==> src/rtl/m3_step_seq.sv <==
// rtl/m3_step_seq.sv - Commutation-step sequencer: bidirectional stepping, speed/power trim, timed brake
module m3_step_seq #(
    parameter int unsigned STEPS       = 12,
    parameter int unsigned CNT_W       = 22,
    parameter int unsigned PERIOD_MAX  = 'h3FFFFF,
    parameter int unsigned PERIOD_MIN  = 2,
    parameter int unsigned SPEED_SHIFT = 3,
    parameter int unsigned ARM_LEN     = 16,
    parameter int unsigned BRAKE_LEN   = 64,
    parameter int unsigned POWER_W     = 8,
    localparam int unsigned SW         = $clog2(STEPS)
) (
    input  logic               clkI,
    input  logic               rstI,
    input  logic               startI,
    input  logic               forceStopI,
    input  logic               invRotateI,
    input  logic               speedINCi,
    input  logic               speedDECi,
    input  logic               powerINCi,
    input  logic               powerDECi,
    input  logic [CNT_W-1:0]   dstRoundLenI,
    output logic [SW-1:0]      stepO,
    output logic               stepStrobeO,
    output logic               roundDoneO,
    output logic [CNT_W-1:0]   periodO,
    output logic [POWER_W-1:0] powerO,
    output logic               workingO,
    output logic               brakingO
);

    localparam logic [CNT_W-1:0]   P_MAX     = CNT_W'(PERIOD_MAX);
    localparam logic [CNT_W-1:0]   P_MIN     = CNT_W'(PERIOD_MIN);
    localparam logic [CNT_W-1:0]   ARM_CNT   = CNT_W'(ARM_LEN);
    localparam logic [CNT_W-1:0]   BRAKE_CNT = CNT_W'(BRAKE_LEN);
    localparam logic [CNT_W-1:0]   ONE       = CNT_W'(1);
    localparam logic [SW-1:0]      STEP_LAST = SW'(STEPS - 1);
    localparam logic [POWER_W-1:0] PWR_FULL  = '1;

    typedef enum logic [1:0] {ST_IDLE, ST_ARM, ST_RUN, ST_BRAKE} state_t;

    state_t             state_q, state_d;
    logic [SW-1:0]      step_q, step_d;
    logic [CNT_W-1:0]   period_q, period_d;
    logic [CNT_W-1:0]   remain_q, remain_d;
    logic [POWER_W-1:0] power_q, power_d;
    logic [POWER_W-1:0] power_out_q, power_out_d;
    logic               strobe_q, strobe_d;
    logic               round_done_q, round_done_d;
    logic               working_q, working_d;
    logic               braking_q, braking_d;
    // bit order: speed inc, speed dec, power inc, power dec
    logic [3:0]         trim_sync_q, trim_sync_d;
    logic [3:0]         trim_hist_q, trim_hist_d;
    logic [3:0]         trim_rise;

    logic [CNT_W-1:0]   delta;
    logic [CNT_W:0]     period_dn, period_up;
    logic [CNT_W-1:0]   period_fast, period_slow, period_req;
    logic [SW-1:0]      step_next;
    logic               step_wrap;

    always_comb begin
        delta = period_q >> SPEED_SHIFT;
        if (delta == '0) begin
            delta = ONE;
        end
        period_dn   = {1'b0, period_q} - {1'b0, delta};
        period_up   = {1'b0, period_q} + {1'b0, delta};
        period_fast = (period_dn < {1'b0, P_MIN}) ? P_MIN : period_dn[CNT_W-1:0];
        period_slow = (period_up > {1'b0, P_MAX}) ? P_MAX : period_up[CNT_W-1:0];
        if (dstRoundLenI < P_MIN) begin
            period_req = P_MIN;
        end else if (dstRoundLenI > P_MAX) begin
            period_req = P_MAX;
        end else begin
            period_req = dstRoundLenI;
        end

        if (invRotateI) begin
            step_wrap = (step_q == '0);
            step_next = step_wrap ? STEP_LAST : step_q - SW'(1);
        end else begin
            step_wrap = (step_q == STEP_LAST);
            step_next = step_wrap ? '0 : step_q + SW'(1);
        end
    end

    always_comb begin
        trim_sync_d  = {powerDECi, powerINCi, speedDECi, speedINCi};
        trim_hist_d  = trim_sync_q;
        trim_rise    = trim_sync_q & ~trim_hist_q;
        state_d      = state_q;
        step_d       = step_q;
        period_d     = period_q;
        remain_d     = remain_q;
        power_d      = power_q;
        strobe_d     = 1'b0;
        round_done_d = 1'b0;

        if (trim_rise[2] && !trim_rise[3] && power_q != PWR_FULL) begin
            power_d = power_q + POWER_W'(1);
        end else if (trim_rise[3] && !trim_rise[2] && power_q != '0) begin
            power_d = power_q - POWER_W'(1);
        end

        // Trim only touches the stored period; the running slice keeps its reload value.
        if (state_q == ST_ARM || state_q == ST_RUN) begin
            if (trim_rise[0] && !trim_rise[1]) begin
                period_d = period_fast;
            end else if (trim_rise[1] && !trim_rise[0]) begin
                period_d = period_slow;
            end
        end

        if (forceStopI) begin
            if (state_q != ST_BRAKE) begin
                state_d  = ST_BRAKE;
                remain_d = BRAKE_CNT;
            end else if (remain_q > ONE) begin
                remain_d = remain_q - ONE;
            end
        end else begin
            case (state_q)
                ST_IDLE: begin
                    if (startI) begin
                        state_d  = ST_ARM;
                        period_d = period_req;
                        remain_d = ARM_CNT;
                    end
                end
                ST_ARM, ST_RUN: begin
                    if (!startI) begin
                        state_d  = ST_IDLE;
                        remain_d = P_MAX;
                    end else if (remain_q == ONE) begin
                        state_d  = ST_RUN;
                        remain_d = period_q;
                        strobe_d = 1'b1;
                        if (state_q == ST_ARM) begin
                            step_d = invRotateI ? STEP_LAST : '0;
                        end else begin
                            step_d       = step_next;
                            round_done_d = step_wrap;
                        end
                    end else begin
                        remain_d = remain_q - ONE;
                    end
                end
                ST_BRAKE: begin
                    if (remain_q > ONE) begin
                        remain_d = remain_q - ONE;
                    end else begin
                        state_d  = ST_IDLE;
                        remain_d = P_MAX;
                    end
                end
                default: state_d = ST_IDLE;
            endcase
        end

        working_d   = (state_d == ST_ARM) || (state_d == ST_RUN);
        braking_d   = (state_d == ST_BRAKE);
        power_out_d = (state_d == ST_RUN) ? power_d : '0;
    end

    always_ff @(posedge clkI or posedge rstI) begin
        if (rstI) begin
            state_q      <= ST_IDLE;
            step_q       <= '0;
            period_q     <= P_MAX;
            remain_q     <= P_MAX;
            power_q      <= '0;
            power_out_q  <= '0;
            strobe_q     <= 1'b0;
            round_done_q <= 1'b0;
            working_q    <= 1'b0;
            braking_q    <= 1'b0;
            trim_sync_q  <= '0;
            trim_hist_q  <= '0;
        end else begin
            state_q      <= state_d;
            step_q       <= step_d;
            period_q     <= period_d;
            remain_q     <= remain_d;
            power_q      <= power_d;
            power_out_q  <= power_out_d;
            strobe_q     <= strobe_d;
            round_done_q <= round_done_d;
            working_q    <= working_d;
            braking_q    <= braking_d;
            trim_sync_q  <= trim_sync_d;
            trim_hist_q  <= trim_hist_d;
        end
    end

    assign stepO       = step_q;
    assign stepStrobeO = strobe_q;
    assign roundDoneO  = round_done_q;
    assign periodO     = period_q;
    assign powerO      = power_out_q;
    assign workingO    = working_q;
    assign brakingO    = braking_q;

endmodule

==> config.mk <==
export PLATFORM = sky130hd
export DESIGN_NAME = m3_step_seq
export DESIGN_NICKNAME = d
export VERILOG_FILES = /design/src/rtl/m3_step_seq.sv
export SDC_FILE = /design/constraint.sdc
export NUM_CORES = 1
export LEC_CHECK = 0
export BUFFER_PORTS_ARGS = -buffer_cell sky130_fd_sc_hd__buf_2
export CORE_MARGIN = 4
export CORE_UTILIZATION = 30
export DETAILED_ROUTE_END_ITERATION = 10
export PLACE_DENSITY = 0.42
export SKIP_LAST_GASP = 1
export SLEW_MARGIN = 20
export SYNTH_ARGS = -nofsm -noshare
export SYNTH_HDL_FRONTEND = slang
export SYNTH_SLANG_ARGS = --single-unit
==> constraint.sdc <==
create_clock -name clkI -period 4.5 [get_ports clkI]
set_clock_uncertainty 0.05 [all_clocks]
set_input_delay 0 -clock clkI [delete_from_list [all_inputs] [get_ports clkI]]
set_output_delay 0 -clock clkI [all_outputs]
set_load 0.005 [all_outputs]
==> impl_metrics.env, run 1 <==
export IMPL_io_buffer_count=68
export IMPL_cts_made_buffers=9
export IMPL_worstPathCellList="inv_1 -> nand2_1 -> nor2_1 -> a41o_1 -> ha_1 -> fa_1 -> nor2b_1 -> o31a_1 -> o21ai_1 -> o21bai_1 -> a311oi_1 -> a211oi_1 -> nor4bb_2 -> and4_1 -> o21a_1"
export IMPL_netlist_instances=945
export IMPL_die_h_microns=166
export IMPL_grt_pass1_wl_microns=41700
export IMPL_outcome="completed"
export IMPL_critical_path_endpoint="periodO[1]"
export IMPL_syn_to_final_growth_pct=15.2
export IMPL_n_antenna_cell=0
export IMPL_final_nets=1086
export IMPL_tightest_slew_ns=0.940
export IMPL_required_ns=4.74
export IMPL_synth_nets=1035
export IMPL_num_vias=7300
export IMPL_grt_overflow=0
export IMPL_setup_tns_ns=0
export IMPL_fillerInstances=2625
export IMPL_critical_path_class="register to register"
export IMPL_synth_area_per_cell_sq_um=7.88
export IMPL_rsz0062_at_grt="no"
export IMPL_hold_path_class="input pin to register"
export IMPL_r2r_cells=15
export IMPL_fin_cells=1325
export IMPL_finalWeightedCongestion=0.875
export IMPL_fmax_ghz=0.240
export IMPL_end_kind="register"
export IMPL_grt_max_degree=48
export IMPL_coreArea_sq_um=24400
export IMPL_clock_latency_ns=0.35
export IMPL_dpl_cell_count=1284
export IMPL_topRoutingLayerUsed="met4"
export IMPL_cpPeakStageDelay_ns=0.67
export IMPL_powerDensity_nw_per_um2=942
export IMPL_totalPowerFinal_mw=8.08
export IMPL_wl_met2_microns=11900
export IMPL_fin_ws_ns=0.326
export IMPL_async_flop_share_pct=100
export IMPL_synth_top_area_cell="dfstp_2"
export IMPL_reg2reg_to="periodO[1]"
export IMPL_ant_nets=0
export IMPL_vdd_drop_max_v=0.000525
export IMPL_antenna_found_initial=0
export IMPL_pre_cts_ws_ns=0.322
export IMPL_synth_most_common_cell="nand2_1"
export IMPL_fin_crit_sh_pct=92.8
export IMPL_start_util_pct=30.5
export IMPL_post_cts_buffers=0
export IMPL_clock_sinks=78
export IMPL_synth_area_leaders="dfstp_2, dfrtp_1, ha_1, a21oi_1, o21ai_0"
export IMPL_cts_tree="done"
export IMPL_synth_top_area_share_pct=15.5
export IMPL_cts_max_path_buffers=2
export IMPL_slew_violations=0
export IMPL_synthDistinctLibCells=85
export IMPL_wl_per_cell_microns=19.9
export IMPL_post_route_drc_count=0
export IMPL_clkTransAtPathRegs_ns=0.06
export IMPL_wl_met3_microns=1140
export IMPL_worst_setup_path_start_kind="register"
export IMPL_r2r_start="periodO[20]"
export IMPL_dr_pass1_iters=5
export IMPL_wl_met1_microns=12600
export IMPL_ys_flop_type="dfstp_2"
export IMPL_slew_headroom_pct=37.1
export IMPL_viasPerCell=5.51
export IMPL_startpoint="periodO[20]"
export IMPL_synth_edf_count=0
export IMPL_drv_cap=0
export IMPL_grt_pass1_vias=7126
export IMPL_std_cell_rows=57
export IMPL_num_io_pins=69
export IMPL_cts_root_buf="clkbuf_16"
export IMPL_crit_fanout=12
export IMPL_rrSetupSlack_ns=0.33
export IMPL_final_hold_viol_count=0
export IMPL_setup_viol_count_final=0
export IMPL_final_util_pct=35.2
export IMPL_dp_hpwl_microns=19900
export IMPL_yosysWarningCount=0
export IMPL_syn_area_sq_um=7450
export IMPL_track_usage_pct=19.5
export IMPL_ys_seq_elements=78
export IMPL_crit_path_top_delay_cell="dfstp_2"
export IMPL_drive_gt1_share_pct=16.9
export IMPL_drt_iter0_markers=584
export IMPL_power_leakage_nw=3.65
export IMPL_wirelength_microns=26400
export IMPL_cts_max_level=3
export IMPL_synth_commonest_cells="nand2_1, a21oi_1, o21ai_0"
export IMPL_cp_arrival_ns=4.41
export IMPL_die_width_microns=166
export IMPL_fin_crit_ns=4.17
export IMPL_synth_seq_area_share_pct=26.9
export IMPL_dieArea_sq_um=27400
## per-stage QoR
stage               hold WS, ns  instance area (sq um)
floorplan               -0.0186                   7450
global placement         0.0583                   8050
detailed placement       0.0598                   8050
CTS                      0.0184                   8580
global route             0.0665                   8580
finish                   0.0191                   8580
## kinds of logic (layout without fill, tap and decap cells)
logic type | after synthesis | after routing | share of synthesized area (%)
XOR/XNOR | 51 | 51 | 6.00
AND/OR/NAND/NOR | 305 | 305 | 20.8
multiplexers | 6 | 6 | 0.806
flip-flops | 78 | 78 | 26.9
buffers and inverters | 125 | 181 | 6.55
AO/OA/AOI/OAI | 321 | 321 | 28.8
adder cells (fa/ha/maj) | 59 | 59 | 10.1
## flip-flops by register name (all words and copies together), names as in the netlist
signal / flops
trim_hist_q: 4
remain_q: 22
brakingO: 1
stepO: 4
roundDoneO: 1
power_q: 8
periodO: 22
stepStrobeO: 1
trim_hist_d: 4
workingO: 1
state_q: 2
powerO: 8
## repair_timing
item,in CTS,in global routing
hold buffers,25,0
endpoints found under the setup margin,0,2
gates resized for setup,0,1
hold endpoints to repair,55,0
## layout make-up
type	instances	area, sq um	share of cell area, %
clock inverters	7	55.1	0.641
multi-input cells	742	4970	57.9
clock buffers	9	225	2.62
well taps	324	405	4.72
flip-flops and latches	78	2010	23.4
inverters	57	215	2.51
repair buffers	108	703	8.19
## cell usage in the layout, fill, tap and decap left out, types with 7 or more instances in the layout
cell type and n:
nor3_1 32, dfrtp_1 34, o211ai_1 12, and2_1 16, or3_1 8, o21ai_1 13, a21oi_1 76, o21bai_1 13
o21a_1 9, nand3_1 16, dfstp_2 44, a211oi_1 8, nand2_1 80, inv_1 51, a31oi_1 17, o32a_1 10
a21o_1 7, o21ai_0 71, buf_2 68, ha_1 57, buf_4 15, nand4_1 9, xor2_1 18, nor2b_1 15
and3_1 7, xnor2_1 33, dlygate4sd3_1 25, nand2b_1 11, nor4_1 13, nor2_1 70, o221ai_1 13, clkbuf_16 9
## critical path: cells and delay by family (launching register included)
family / cells / cell delay [ns]
compound gates: 7 / 1.49
flops: 1 / 0.67
buf+inv: 1 / 0.14
simple gates: 5 / 1.16
fa+ha+maj: 2 / 0.61
## metal layers
metal,vias to the layer above,track usage (%)
li1,3540,-
met1,3549,28.1
met4,0,6.26
met2,176,30.3
met3,35,2.68
met5,-,0
## report_power, final
part	total (mW)	switching, mW	internal, mW
Combinational	5.76	3.50	2.26
Clock	0.710	0.330	0.380
Sequential	1.61	0.495	1.12
Total	8.08	4.32	3.76
## worst min-delay path by stage
stage / start / endpoint / slack (ns) / cells past startpoint
finish: dstRoundLenI[7] / periodO[7] / 0.02 / 3
global route: dstRoundLenI[7] / periodO[7] / 0.07 / 3
CTS: dstRoundLenI[7] / periodO[7] / 0.02 / 3
floorplan: speedINCi / trim_hist_d[0] / -0.02 / 0
detailed placement: powerINCi / trim_hist_d[2] / 0.06 / 1
global placement: powerINCi / trim_hist_d[2] / 0.06 / 1
Note: power is estimated with default switching activity, not from simulation.
==> run 2, diff against run 1 <==
--- a/config.mk
+++ b/config.mk
@@ -9,9 +9,9 @@
 export CORE_MARGIN = 4
 export CORE_UTILIZATION = 30
 export DETAILED_ROUTE_END_ITERATION = 10
+export GPL_TIMING_DRIVEN = 0
 export PLACE_DENSITY = 0.42
 export SKIP_LAST_GASP = 1
-export SLEW_MARGIN = 20
 export SYNTH_ARGS = -nofsm -noshare
 export SYNTH_HDL_FRONTEND = slang
 export SYNTH_SLANG_ARGS = --single-unit
==> run 2 against run 1 <==
  * Clock power increased by 25%
  * Global-route usage grew 0.78 points
  * Via count is 1.9% higher
  * Largest power group unchanged
  * Highest routed layer unchanged
==> impl_metrics.env, run 2 (synthesized netlist as in run 1, its figures left out) <==
export IMPL_outcome="completed"
export IMPL_ant_nets=0
export IMPL_post_route_drc_count=0
export IMPL_fmax_ghz=0.234
export IMPL_rsz0062_at_grt="no"
export IMPL_grt_overflow=0
export IMPL_fillerInstances=2637
export IMPL_num_vias=7437
export IMPL_cts_max_level=3
export IMPL_layout_common_cells="nand2_1, a21oi_1, buf_2"
export IMPL_powerDensity_nw_per_um2=943
export IMPL_power_leakage_nw=3.75
export IMPL_critical_path_class="register to register"
export IMPL_dr_pass1_iters=5
export IMPL_drt_iter0_markers=473
export IMPL_antenna_found_initial=0
export IMPL_regArea_sq_um=2010
export IMPL_wirelength_microns=27200
export IMPL_n_antenna_cell=0
export IMPL_clkTransAtPathRegs_ns=0.07
export IMPL_slew_violations=0
export IMPL_cts_tree="done"
export IMPL_die_width_microns=166
export IMPL_dp_hpwl_microns=20900
export IMPL_die_h_microns=166
export IMPL_io_buffer_count=67
export IMPL_worst_setup_path_start_kind="register"
export IMPL_viasPerCell=5.39
export IMPL_final_hold_viol_count=0
export IMPL_crit_fanout=6
export IMPL_cts_root_buf="clkbuf_16"
export IMPL_wl_per_cell_microns=19.7
export IMPL_std_cell_rows=57
export IMPL_fin_crit_sh_pct=94.9
export IMPL_grt_pass1_wl_microns=43400
export IMPL_dieArea_sq_um=27400
export IMPL_drv_cap=0
export IMPL_timing_hold_ws_ns=0.0521
export IMPL_required_ns=4.74
export IMPL_cts_made_buffers=9
export IMPL_slew_headroom_pct=18.3
export IMPL_clock_sinks=78
export IMPL_final_nets=1140
export IMPL_cp_arrival_ns=4.51
export IMPL_end_kind="register"
export IMPL_drive_gt1_share_pct=16.5
export IMPL_setup_viol_count_final=0
export IMPL_coreArea_sq_um=24400
export IMPL_num_io_pins=69
export IMPL_tightest_slew_ns=1.22
export IMPL_finalWeightedCongestion=0.866
export IMPL_vdd_drop_max_v=0.000484
export IMPL_final_util_pct=36.6
export IMPL_fin_crit_ns=4.27
export IMPL_grt_max_degree=59
export IMPL_hold_path_class="input pin to register"
export IMPL_track_usage_pct=20.3
export IMPL_multi_input_area_sq_um=5020
export IMPL_grt_pass1_vias=7482
export IMPL_cts_max_path_buffers=2
export IMPL_start_util_pct=30.5
export IMPL_syn_to_final_growth_pct=19.7
export IMPL_mostFrequentLayoutCell="nand2_1"
export IMPL_clock_latency_ns=0.35
-- run 2: cell types whose count changed in the layout (fill, tap and decap cells not counted), sizes merged --
cell,previous run,this run
clkbuf,9,67
buf,83,80
bufinv,0,3
clkinv,6,4
inv,56,54
-- run 2: report_power, final --
part / internal, mW / switching [mW] / leakage, nW
combinational: 2.32 / 3.56 / 2.69
sequential: 1.12 / 0.519 / 0.881
clock: 0.563 / 0.327 / 0.171
-- run 2: routing by layer --
layer	global-route usage [%]	wire (microns)
met1	28.7	13200
met2	33.0	12600
met3	1.96	834
met4	5.85	592
met5	0	0
-- run 2: timing repair --
item	4_1_cts	5_1_grt
gates resized for setup	6	10
endpoints found under the setup margin	16	17
setup buffers	0	3
hold buffers	25	0
pin swaps	0	2
hold endpoints to repair	61	0
-- run 2: path summary, 6_finish.rpt --
| path | endpoint | slack [ns] | startpoint | cells after the start |
|---|---|---|---|---|
| max | periodO[1] | 0.23 | periodO[15] | 15 |
| min in group asynchronous | powerO[2] | 0.10 | rstI | 3 |
| max in group asynchronous | periodO[4] | 3.63 | rstI | 4 |
| min reg2reg | trim_hist_q[1] | 0.32 | trim_hist_d[1] | 0 |
| max reg2reg | periodO[1] | 0.23 | periodO[15] | 15 |
| min | periodO[7] | 0.05 | dstRoundLenI[7] | 3 |
-- run 2: area by class of cell --
| class | instances | share of cell area, % |
|---|---|---|
| buffer | 66 | 2.98 |
| clock buffer | 10 | 2.68 |
| clock inverter | 6 | 1.32 |
| inverter | 57 | 2.48 |
| multi-input combinational | 742 | 56.4 |
| sequential | 78 | 22.5 |
| tap | 324 | 4.55 |
| timing repair buffer | 96 | 7.13 |
-- run 2: metrics by stage --
step           cells  setup slack (ns)  power, mW  TNS [ns]  area (sq um)
6_report        1379             0.230       8.41         0          8920
5_1_grt         1379           0.00440       9.23         0          8920
4_1_cts         1377           0.00579       8.30         0          8850
3_5_place_dp    1337            -0.420       7.32     -3.23          8220
3_3_place_gp    1336            -0.485       7.36     -3.63          8190
2_1_floorplan    945             0.896       5.58         0          7450
-- run 2: critical path, stage by stage, from the launching register on --
cell	delay, ns
dfstp_2	0.65
clkinvlp_4	0.22
nand4_1	0.19
nor4_2	0.07
a41o_1	0.26
ha_1	0.23
fa_1	0.42
nor2b_1	0.18
o31a_1	0.23
o21ai_1	0.19
o21bai_2	0.27
a311oi_1	0.14
a211oi_2	0.29
nor4bb_4	0.38
and4_1	0.29
o21a_1	0.14
==> run 3, diff against run 2 <==
--- a/config.mk
+++ b/config.mk
@@ -15,3 +15,4 @@
 export SYNTH_ARGS = -nofsm -noshare
 export SYNTH_HDL_FRONTEND = slang
 export SYNTH_SLANG_ARGS = --single-unit
+export TNS_END_PERCENT = 50
==> constraint.sdc (replaced) <==
create_clock -name clkI -period 4.5 [get_ports clkI]
set_clock_uncertainty 0.05 [all_clocks]
set_input_delay 0.225 -clock clkI [delete_from_list [all_inputs] [get_ports clkI]]
set_output_delay 0.225 -clock clkI [all_outputs]
set_load 0.005 [all_outputs]
==> run 3 against run 2 <==
  * Via count fell by 0.46%
  * Maximum frequency fell by 1.1%
  * Design area fell by 2.2%
  * Worst setup slack got worse by 0.048 ns
  * Count of clock-buffer cells in the layout did not move
  * Global-route usage fell by 0.15 points
  * Critical path depth did not move
  * Sequential power barely moved
  * Core utilization fell by 0.82 points
  * Routed wire length fell by 0.76%
  * First-iteration DRC count rose by 7.0%
  * Sequential share of layout area rose by 0.52 points
  * Largest power group unchanged
==> impl_metrics.env, run 3 (synthesized netlist as in run 1, its figures left out) <==
export IMPL_powerDensity_nw_per_um2=963
export IMPL_cts_max_level=3
export IMPL_end_kind="register"
export IMPL_die_width_microns=166
export IMPL_io_buffer_count=67
export IMPL_setup_viol_count_final=0
export IMPL_crit_family="compound AO/OA/AOI/OAI gates"
export IMPL_grt_pass1_vias=7350
export IMPL_cts_tree="done"
export IMPL_clock_sinks=78
export IMPL_wirelength_microns=27000
export IMPL_dr_pass1_iters=5
export IMPL_finalWeightedCongestion=0.866
export IMPL_cts_made_buffers=9
export IMPL_layout_common_cells="nand2_1, a21oi_1, buf_2"
export IMPL_cts_max_path_buffers=2
export IMPL_rsz0062_at_grt="no"
export IMPL_viasPerCell=5.45
export IMPL_cpPeakStageDelay_ns=0.65
export IMPL_worstPathCellList="clkinvlp_4 -> nand4_1 -> nor4_2 -> a41o_1 -> ha_1 -> fa_1 -> nor2b_1 -> o31a_1 -> o21ai_1 -> o21bai_2 -> a311oi_1 -> a211oi_2 -> nor4bb_4 -> and4_1 -> o21a_1"
export IMPL_fillerInstances=2650
export IMPL_pre_cts_ws_ns=-0.420
export IMPL_num_vias=7403
export IMPL_start_util_pct=30.5
export IMPL_wl_per_cell_microns=19.9
export IMPL_required_ns=4.74
export IMPL_final_hold_viol_count=0
export IMPL_syn_to_final_growth_pct=17.0
export IMPL_fmax_ghz=0.232
export IMPL_drt_iter0_markers=506
export IMPL_ant_nets=0
export IMPL_tightest_slew_ns=1.22
export IMPL_grt_pass1_wl_microns=43000
export IMPL_track_usage_pct=20.2
export IMPL_die_h_microns=166
export IMPL_critical_path_class="register to register"
export IMPL_dieArea_sq_um=27400
export IMPL_crit_path_top_delay_cell="dfstp_2"
export IMPL_hold_path_class="input pin to register"
export IMPL_vdd_drop_max_v=0.000494
export IMPL_drive_gt1_share_pct=16.8
export IMPL_fin_crit_ns=4.32
export IMPL_dp_hpwl_microns=20900
export IMPL_num_io_pins=69
export IMPL_std_cell_rows=57
export IMPL_post_route_drc_count=0
export IMPL_slew_headroom_pct=17.8
export IMPL_clock_latency_ns=0.35
export IMPL_fin_ws_ns=0.182
export IMPL_power_leakage_nw=3.66
export IMPL_totalPowerFinal_mw=8.39
export IMPL_mostFrequentLayoutCell="nand2_1"
export IMPL_n_antenna_cell=0
export IMPL_crit_buf_inv=1
export IMPL_setup_tns_ns=0
export IMPL_fin_crit_sh_pct=96.0
export IMPL_clkTransAtPathRegs_ns=0.07
export IMPL_drv_cap=0
export IMPL_coreArea_sq_um=24400
export IMPL_cts_root_buf="clkbuf_16"
export IMPL_outcome="completed"
export IMPL_cp_arrival_ns=4.56
export IMPL_grt_overflow=0
export IMPL_grt_max_degree=59
export IMPL_worst_setup_path_start_kind="register"
export IMPL_crit_fanout=6
export IMPL_antenna_found_initial=0
export IMPL_final_nets=1120
export IMPL_slew_violations=0
-- run 3: power breakdown --
part           switching [mW]  internal (mW)
registers               0.516           1.12
clock network           0.326          0.562
logic                    3.56           2.31
total                    4.41           3.99
-- run 3: final cells by class --
cell class | instances | area (sq um) | share of cell area, %
clock buffers | 10 | 239 | 2.74
flip-flops and latches | 78 | 2010 | 23.0
well taps | 324 | 405 | 4.65
multi-input cells | 742 | 5020 | 57.7
clock inverters | 6 | 118 | 1.35
repair buffers | 76 | 435 | 5.00
plain buffers | 66 | 265 | 3.04
inverters | 57 | 221 | 2.54
-- run 3: repair_timing --
action	CTS	global route
setup endpoints to repair	16	17
buffers inserted	0	3
pin swaps	0	2
gates resized for setup	6	10
hold buffers	5	0
endpoints found under the hold margin	21	0
-- run 3: metrics by stage --
stage	area [sq um]	hold WS, ns	util (%)	cells
after floorplan	7450	0.206	-	945
after CTS	8650	0.0491	35.5	1357
after global routing	8720	0.0679	35.7	1359
after detailed placement	8220	0.154	33.7	1337
after global placement	8190	0.283	33.6	1336
final	8720	0.0584	35.7	1359
-- run 3: worst min-delay path: stages --
cell     delay [ns]
buf_2          0.11
nand2_1        0.04
o21ai_0        0.07
-- run 3: worst paths after layout --
| path | startpoint | endpoint | slack, ns | depth (start not counted) |
|---|---|---|---|---|
| worst max register to register | periodO[15] | periodO[1] | 0.18 | 15 |
| worst min register to register | trim_hist_d[1] | trim_hist_q[1] | 0.32 | 0 |
| worst min-delay path | dstRoundLenI[4] | periodO[4] | 0.06 | 3 |
| min in group asynchronous | rstI | powerO[2] | 0.32 | 3 |
| max in group asynchronous | rstI | periodO[3] | 3.41 | 4 |
| worst max-delay path | periodO[15] | periodO[1] | 0.18 | 15 |
-- run 3: routing by layer --
| layer | vias up | global-route usage [%] | part of all wire (%) |
|---|---|---|---|
| met5 | - | 0 | 0 |
| met2 | 180 | 32.6 | 46 |
| met3 | 36 | 1.99 | 4.0 |
| met4 | 0 | 5.77 | 2.0 |
| met1 | 3579 | 28.6 | 48 |
| li1 | 3608 | - | - |
